$ cat src/rtl/ps2_pkg.sv
// Shared PS/2 definitions: frame constants, receiver states and the frame check.
package ps2_pkg;

    localparam int         PS2_FRAME_BITS = 11;
    localparam logic [7:0] PS2_BREAK      = 8'hF0;
    localparam logic [7:0] PS2_EXT        = 8'hE0;

    typedef enum logic [1:0] {
        IDLE,
        SHIFT,
        CHECK
    } rx_state_t;

    // Frame payload is {stop, parity, data[7:0]}. Odd parity over data+parity, stop high.
    function automatic logic frame_good(input logic [9:0] frame);
        return (^frame[8:0]) & frame[9];
    endfunction

endpackage

$ cat src/rtl/sync_fifo.sv
// Single-clock FIFO with extra-MSB pointers; a pop in the same cycle frees room for a push when full.
module sync_fifo #(
    parameter int WIDTH      = 8,
    parameter int DEPTH_LOG2 = 3
) (
    input  logic             clk,
    input  logic             clr,
    input  logic             wr_en,
    input  logic             rd_en,
    input  logic [WIDTH-1:0] din,
    output logic             full,
    output logic             empty,
    output logic [WIDTH-1:0] dout
);

    logic [WIDTH-1:0]  mem [2**DEPTH_LOG2];
    logic [DEPTH_LOG2:0] wr_ptr;
    logic [DEPTH_LOG2:0] rd_ptr;
    logic                do_wr;
    logic                do_rd;

    assign empty = (wr_ptr == rd_ptr);
    assign full  = (wr_ptr[DEPTH_LOG2] != rd_ptr[DEPTH_LOG2]) &&
                   (wr_ptr[DEPTH_LOG2-1:0] == rd_ptr[DEPTH_LOG2-1:0]);
    assign do_rd = rd_en & ~empty;
    assign do_wr = wr_en & (~full | do_rd);
    assign dout  = mem[rd_ptr[DEPTH_LOG2-1:0]];

    always_ff @(posedge clk or posedge clr) begin
        if (clr) begin
            wr_ptr <= '0;
            rd_ptr <= '0;
        end else begin
            if (do_wr)
                wr_ptr <= wr_ptr + 1'b1;
            if (do_rd)
                rd_ptr <= rd_ptr + 1'b1;
        end
    end

    // Storage carries no reset; only the pointers define what is valid.
    always_ff @(posedge clk) begin
        if (do_wr)
            mem[wr_ptr[DEPTH_LOG2-1:0]] <= din;
    end

endmodule

$ cat src/rtl/ps2_rx_fifo.sv
// PS/2 device-to-host receiver: synchronise, deserialise and check frames, queue good codes for the decoder.
module ps2_rx_fifo
    import ps2_pkg::*;
#(
    parameter int DEPTH_LOG2 = 3,
    parameter int TIMEOUT    = 100000
) (
    input  logic       clk,
    input  logic       clr,
    input  logic       ps2_clk,
    input  logic       ps2_data,
    input  logic       nextdata_n,
    output logic [7:0] data,
    output logic       ready,
    output logic       overflow,
    output logic       frame_err
);

    localparam logic [16:0] TMO_MAX  = 17'(TIMEOUT);
    localparam logic [3:0]  LAST_BIT = 4'(PS2_FRAME_BITS - 1);

    rx_state_t   state;
    rx_state_t   state_next;
    logic [2:0]  clk_sync;
    logic [2:0]  data_sync;
    logic        fall;
    logic        din;
    logic [3:0]  bitcnt;
    logic [9:0]  shreg;
    logic [16:0] tcnt;
    logic        err_next;
    logic        push;
    logic        pop;
    logic        nd_prev;
    logic        full;
    logic        empty;
    logic [7:0]  head;

    // Index 0 is the pin-side flop; a falling edge is the older stage high and the newer low.
    assign fall = clk_sync[2] & ~clk_sync[1];
    assign din  = data_sync[2];
    assign pop  = nd_prev & ~nextdata_n & ~empty;

    always_ff @(posedge clk or posedge clr) begin
        if (clr) begin
            clk_sync  <= '0;
            data_sync <= '0;
        end else begin
            clk_sync  <= {clk_sync[1:0], ps2_clk};
            data_sync <= {data_sync[1:0], ps2_data};
        end
    end

    always_comb begin
        state_next = state;
        err_next   = 1'b0;
        push       = 1'b0;
        case (state)
            IDLE:  if (fall && !din) state_next = SHIFT;
            SHIFT: begin
                if (fall) begin
                    if (bitcnt == LAST_BIT) state_next = CHECK;
                end else if (tcnt == TMO_MAX) begin
                    err_next   = 1'b1;
                    state_next = IDLE;
                end
            end
            CHECK: begin
                state_next = IDLE;
                if (frame_good(shreg)) push = 1'b1;
                else                   err_next = 1'b1;
            end
            default: state_next = IDLE;
        endcase
    end

    always_ff @(posedge clk or posedge clr) begin
        if (clr) begin
            state     <= IDLE;
            bitcnt    <= '0;
            tcnt      <= '0;
            frame_err <= 1'b0;
            overflow  <= 1'b0;
            nd_prev   <= 1'b0;
        end else begin
            state     <= state_next;
            frame_err <= err_next;
            nd_prev   <= nextdata_n;
            if (push && full && !pop)
                overflow <= 1'b1;
            if (state == IDLE && fall && !din)
                bitcnt <= 4'd1;
            else if (state == SHIFT && fall)
                bitcnt <= bitcnt + 4'd1;
            // Timeout only runs while a frame is in progress and saturates at the limit.
            if (state != SHIFT || fall)
                tcnt <= '0;
            else if (tcnt != TMO_MAX)
                tcnt <= tcnt + 17'd1;
        end
    end

    // Bits arrive LSB first, so after the stop bit the register holds {stop, parity, data}.
    always_ff @(posedge clk) begin
        if (state == SHIFT && fall)
            shreg <= {din, shreg[9:1]};
    end

    sync_fifo #(
        .WIDTH      (8),
        .DEPTH_LOG2 (DEPTH_LOG2)
    ) u_fifo (
        .clk   (clk),
        .clr   (clr),
        .wr_en (push),
        .rd_en (pop),
        .din   (shreg[7:0]),
        .full  (full),
        .empty (empty),
        .dout  (head)
    );

    assign ready = ~empty;
    assign data  = ready ? head : 8'h00;

endmodule

$ cat config.mk
export PLATFORM = sky130hd
export DESIGN_NAME = ps2_rx_fifo
export DESIGN_NICKNAME = d
export VERILOG_FILES = /design/src/rtl/ps2_pkg.sv /design/src/rtl/sync_fifo.sv /design/src/rtl/ps2_rx_fifo.sv
export SDC_FILE = /design/constraint.sdc
export NUM_CORES = 1
export LEC_CHECK = 0
export CAP_MARGIN = 25
export CORE_MARGIN = 5
export CORE_UTILIZATION = 32
export DETAILED_ROUTE_END_ITERATION = 12
export PLACE_DENSITY = 0.46
export SLEW_MARGIN = 20
export SYNTH_ARGS = -nofsm -noshare
export SYNTH_HDL_FRONTEND = slang
export SYNTH_HIERARCHICAL = 1
export SYNTH_SLANG_ARGS = --single-unit
$ cat constraint.sdc
create_clock -name clk -period 5.8 [get_ports clk]
set_clock_uncertainty 0.05 [all_clocks]
set_input_delay 1.16 -clock clk [delete_from_list [all_inputs] [get_ports clk]]
set_output_delay 1.16 -clock clk [all_outputs]
set_load 0.01 [all_outputs]
# Yosys cells after proc, flatten, opt, wreduce, memory -nomap -nowiden

Memory sizes are Yosys's and may differ from the RTL's.
Index checks and enable logic that the tools add are counted.

$add $sub $neg: 4
Reduce and logical (&&, ||, !) cells: 15
Equality and inequality tests: 12
Multiplexer cells: 18
Bitwise gates (word level): 11

Operator list:

| cell                                                                  | count |
|---|---|
| 17-bit 2-to-1 mux                                                     | 2 |
| 17-bit by 1-bit adder with 17-bit output, second input constant       | 1 |
| 17-bit equality test, second input constant                           | 1 |
| 17-bit inequality test, second input constant                         | 1 |
| 4-bit by 1-bit adder with 4-bit output, second input constant         | 3 |
| 9-bit parity                                                          | 1 |
| 2-bit 2-to-1 mux                                                      | 4 |
| 4-bit 2-to-1 mux                                                      | 2 |
| 8-bit 2-to-1 mux                                                      | 1 |
| 1-bit logical AND                                                     | 7 |
| 1-bit 2-to-1 mux                                                      | 7 |
| 1-bit AND                                                             | 6 |
| 3-bit inequality test, second input constant                          | 2 |
| 4-bit equality test                                                   | 1 |
| 4-bit equality test, second input constant                            | 1 |
| 1-bit inverter                                                        | 4 |
| 2-bit case mux with 2 select lines                                    | 1 |
| 2-bit nonzero test                                                    | 2 |
| 3-bit equality test                                                   | 1 |
| 3-bit AND reduction                                                   | 1 |
| 2-bit by 1-bit equality test with 1-bit output, second input constant | 1 |
| 2-bit equality test, second input constant                            | 1 |
| 1-bit logical NOT                                                     | 2 |
| 2-bit logical NOT                                                     | 1 |
| other kinds (6)                                                       | 6 |

Memories: 1
Register bits after elaboration: 50
Word-level logic and storage cells: 72
Bits in writable memories: 64

Memories:

| memory     | depth | bits a word | read ports | clocked after memory_dff | wr ports | line            | source |
|---|---|---|---|---|---|---|---|
| u_fifo.mem | 8     | 8           | 1          | 0                        | 1        | sync_fifo.sv:16 | `logic [WIDTH-1:0] mem [2**DEPTH_LOG2];` |

# Depth between registers and ports, before layout

Word-level depth: 8
Depth in mapped cells: 11

# Modules after synthesis

Netlist, hierarchy kept.

By module, submodules not included:

| module      | seq. area each (um2) | instances | cells an instance | area an instance (um2) |
|---|---|---|---|---|
| sync_fifo   | 2,122.0              | 1         | 152               | 2,987.9 |
| ps2_rx_fifo | 1,101.1              | 1         | 180               | 2,059.5 |

# Least setup slack after synthesis

No wires, ideal clock.

Path type: in2reg
Start point: in nextdata_n
End point: mem u_fifo.mem[5][0], enable pin
Slack: 2.555 ns
Data arrival time: 2.798 ns
Library setup time: 0.398 ns
Required time: 5.352 ns
Stages: 4
Cells stage by stage: nor3b_1 -> clkbuf_1 -> nor3_1 -> nor4b_1

Longest elaborated chain between the ends: 8

RTL lines:

| what                                   | line              | source |
|---|---|---|
| start, declared                        | ps2_rx_fifo.sv:12 | `input logic nextdata_n,` |
| 1-bit inverter                         | ps2_rx_fifo.sv:42 | `assign pop = nd_prev & ~nextdata_n & ~empty;` |
| 1-bit AND (2 in series)                | ps2_rx_fifo.sv:42 |  |
| 1-bit AND                              | sync_fifo.sv:25   | `assign do_rd = rd_en & ~empty;` |
| 1-bit bitwise OR                       | sync_fifo.sv:26   | `assign do_wr = wr_en & (~full \| do_rd);` |
| 1-bit AND                              | sync_fifo.sv:26   |  |
| 1-bit 2-to-1 mux                       | sync_fifo.sv:43   | `if (do_wr)` |
| 1-bit 2-to-1 mux (implied by the code) | sync_fifo.sv:44   | `mem[wr_ptr[DEPTH_LOG2-1:0]] <= din;` |
| end, declared                          | sync_fifo.sv:16   |  |

No other way between the ends.

# Worst setup path after layout

Start point: reg u_fifo.rd_ptr[2]
End point: out data[6]

Longest elaborated chain between the ends: 2

RTL lines:

| what                   | line               | source |
|---|---|---|
| start, declared        | sync_fifo.sv:18    | `logic [DEPTH_LOG2:0] rd_ptr;` |
| start signal, assigned | sync_fifo.sv:37    | `rd_ptr <= rd_ptr + 1'b1;` |
| 4-bit equality test    | sync_fifo.sv:22    | `assign empty = (wr_ptr == rd_ptr);` |
| named net empty        | ps2_rx_fifo.sv:36  | `logic empty;` |
| 8-bit 2-to-1 mux       | ps2_rx_fifo.sv:124 | `assign data = ready ? head : 8'h00;` |
| end, declared          | ps2_rx_fifo.sv:13  | `output logic [7:0] data,` |

The timed path passes the listed nets, and every way through them passes these cells.

==> results.md <==
* Outcome: complete, no violations
* Area delta synth->final at 20.48%
* Final HPWL DP at about 6700 um
* GRT Max-Usage Layer: met2
* H-tree Lvls at 4
* Met2 Usage GRT at about a fifth
* Longest Clk Path Bufs at 2
* CTS tree: yes
* Mapped Cells at between 300 and 400
* Final cycle utilization of the critical path at between 70 and 80%
* Clk slew on worst S/H paths at 0.05 ns
* DIE HEIGHT at 135.6 um
* Final setup fails at 0
* Yosys cell types at 57
* Post-route DRC at 0
* Min cycle time layout at 4.151 ns
* Gpl congestion at 0.7150
* Synth warnings at 6
* Maximum clock frequency at between 0.2 and 0.25 GHz
* Final WL at 10040 um
* RSZ-0062 raised after global routing: false
* # clock sinks at 114
* EDFF count, synth at 74
* Clock root cell: clkbuf_16
* First-pass GRT wire length at 16090 um
* Synth Flop Type: edfxtp_1
* IO Port Bufs at 15
* DR iter-0 viols at 154
* Vias in the first global route at 2848
* Gr usage total at 11.82%
* Slowest-stage cell, CP: nor2_1
* Worst Setup End Kind: output pin
* Met1 usage at 14.79%
* Initial antenna violation count at 0
* Vias per std cell at 4.736
* Row count at 46
* Clock latency on the worst-skew pair at 0.41 ns
* Worst vdd ir at 223.6 uV
* Mean Syn Cell Area at 15.20 um^2
* Die Wd at ~140 um
* Req. time, crit path at 4.59 ns
* Largest net degree at the start of global routing at 33
* Met3 GRT Util at 4.421%
* Largest area contributor in the netlist: edfxtp_1
* CP max stage delay at 0.79 ns
* # nets final at between 300 and 400
* Final ANT Viol Nets at 0
* Synthesized area at 5047 um^2
* Power per cell area at roughly 430 nW/um^2
* Final core utilization at 38.84%
* Core area at 15660 um^2
* Die area at 18380 um^2
* Final Hold Viols at 0
* Initial core utilization at 32.24%
* Postcts setup bufs at 0
* Total CTS buffers at 17
* Post-synthesis sequential area ratio at 63.86%
* Yosys top cell area share at 44.03%
* Slew @ Worst Pin at 0.9524 ns
* Antenna diodes at 0
* CP Cell Sequence: xnor2_2 > nand3_2 > nor2_1 > nor2b_1 > clkdlybuf4s50_1
* First-pass DRT Iterations at 4
* Cts repair resizes at 0
* Max_cap viols at 0
* DR vias at 2799
* Crit path DAT at 2.94 ns
* Syn_nets at 346
* Total gr overflow at 0
* Slew Viols, Final at 0
* #FFs+latches synth at 114
* Relative slew margins at a little over a third
* Max FO, Critical Path at 12
* Share of cells above drive strength 1 at 21.87%
* HP Class: reg -> reg
* CTS Hold Bufs at 0
* Kind of critical path: reg -> out
* Leakage power at 0.002189 uW
* Per-cell routed wire length at ~17 um
* Largest cells by area after synthesis: edfxtp_1 44%, dfrtp_1 20%, mux4_2 7.1%
* Worst Setup Start Kind: flip-flop
* I/O pin count at 16
* TNS Setup at 0 ns
* Post-synth ARST share at approximately a third
## power breakdown
group	internal (uW)	switching, uW
combinational	319	281
sequential	913	56.7
clock	714	353
## path summary, 6_finish.rpt
kind                                        from                to  slack (ns)  depth (start not counted)
worst max-delay path            u_fifo/rd_ptr[2]           data[6]        1.65                          5
worst min-delay path                 clk_sync[0]       clk_sync[1]        0.30                          0
worst max register to register  u_fifo/rd_ptr[2]  u_fifo/mem[7][7]        2.10                          7
worst min register to register       clk_sync[0]       clk_sync[1]        0.30                          0
max in group asynchronous                    clr       clk_sync[0]        4.26                          3
min in group asynchronous                    clr  u_fifo/wr_ptr[2]        1.01                          2
## metrics by stage
stage	total power [uW]	area (um^2)	std cells	hold WS, ns	worst slack (ns)
4_1_cts	2679	6071	589	0.2957	1.524
2_1_floorplan	1409	5047	332	0.2812	2.555
5_1_grt	2761	6081	591	0.2997	1.426
3_5_place_dp	1600	5468	557	0.2847	1.982
3_3_place_gp	1595	5426	554	0.2845	2.029
6_report	2637	6081	591	0.2953	1.649
## worst max-delay path, delay by kind of cell (launching register included)
| family | cells | cell delay (ns) |
|---|---|---|
| simple gates | 3 | 1.13 |
| flops | 1 | 0.69 |
| buf+inv | 1 | 0.52 |
| xor+xnor | 1 | 0.18 |
## synth_stat cells (2+ instances only)
master / count
inv_1: 12
dfrtp_1: 40
nand4_2: 2
edfxtp_1: 74
nor4_1: 3
xor2_1: 11
clkbuf_1: 4
nand2_1: 14
a21oi_1: 9
nor2_1: 22
ha_1: 9
buf_6: 5
nand4_1: 8
o211ai_1: 2
xnor2_1: 14
mux2i_1: 2
and4_1: 3
nand2b_1: 3
xnor3_1: 2
or3_1: 2
xnor2_2: 3
nand3b_1: 3
o21ai_0: 6
nor4_2: 2
nor3_1: 7
nand3_1: 5
mux2_2: 10
mux4_2: 16
buf_2: 3
nor2b_1: 9
## per-layer routing
layer	up-vias	wire length, um
met5	-	0
met4	0	135
met3	16	363
met2	44	4950
met1	1426	4585
li1	1313	-
## state kept, by name, summed over array words and instances, names as in the netlist, 2 cells and up
signal	flops
u_fifo/wr_ptr	4
clk_sync	3
shreg	10
u_fifo/mem	64
data_sync	3
state	2
u_fifo/rd_ptr	4
tcnt	17
bitcnt	4
## cells in the final DEF (no fill, tap or decap), types with 3 or more instances in the layout
| master | n |
|---|---|
| a21oi_1 | 9 |
| and4_1 | 3 |
| buf_4 | 8 |
| bufinv_16 | 4 |
| clkbuf_1 | 4 |
| clkbuf_16 | 17 |
| clkdlybuf4s50_1 | 15 |
| clkinv_2 | 4 |
| clkinvlp_4 | 3 |
| dfrtp_1 | 40 |
| edfxtp_1 | 74 |
| ha_1 | 9 |
| inv_1 | 12 |
| mux2_2 | 10 |
| mux4_2 | 16 |
| nand2_1 | 14 |
| nand2b_1 | 3 |
| nand3_1 | 5 |
| nand3b_1 | 3 |
| nand4_1 | 8 |
| nor2_1 | 22 |
| nor2b_1 | 9 |
| nor3_1 | 5 |
| nor4_2 | 3 |
| o21ai_0 | 6 |
| xnor2_1 | 14 |
| xnor2_2 | 3 |
| xor2_1 | 11 |
## final cells by class
| cell class | instances | area (um^2) |
|---|---|---|
| fill | 1485 | 9574 |
| sequential | 114 | 3223 |
| multi-input combinational | 192 | 1719 |
| clock buffer | 21 | 440.4 |
| tap | 216 | 270.3 |
| timing repair buffer | 25 | 220.2 |
| clock inverter | 11 | 162.7 |
| inverter | 12 | 45.04 |
## cells by family after synthesis
logic type / after synthesis / share of synthesized area, %
flip-flops: 114 / 63.86
multiplexers: 28 / 9.767
AND/OR/NAND/NOR: 97 / 11.35
adder cells (fa/ha/maj): 9 / 2.231
XOR/XNOR: 30 / 6.197
buffers and inverters: 26 / 2.826
AO/OA/AOI/OAI: 28 / 3.768
Note: power is estimated with default switching activity, not from simulation.
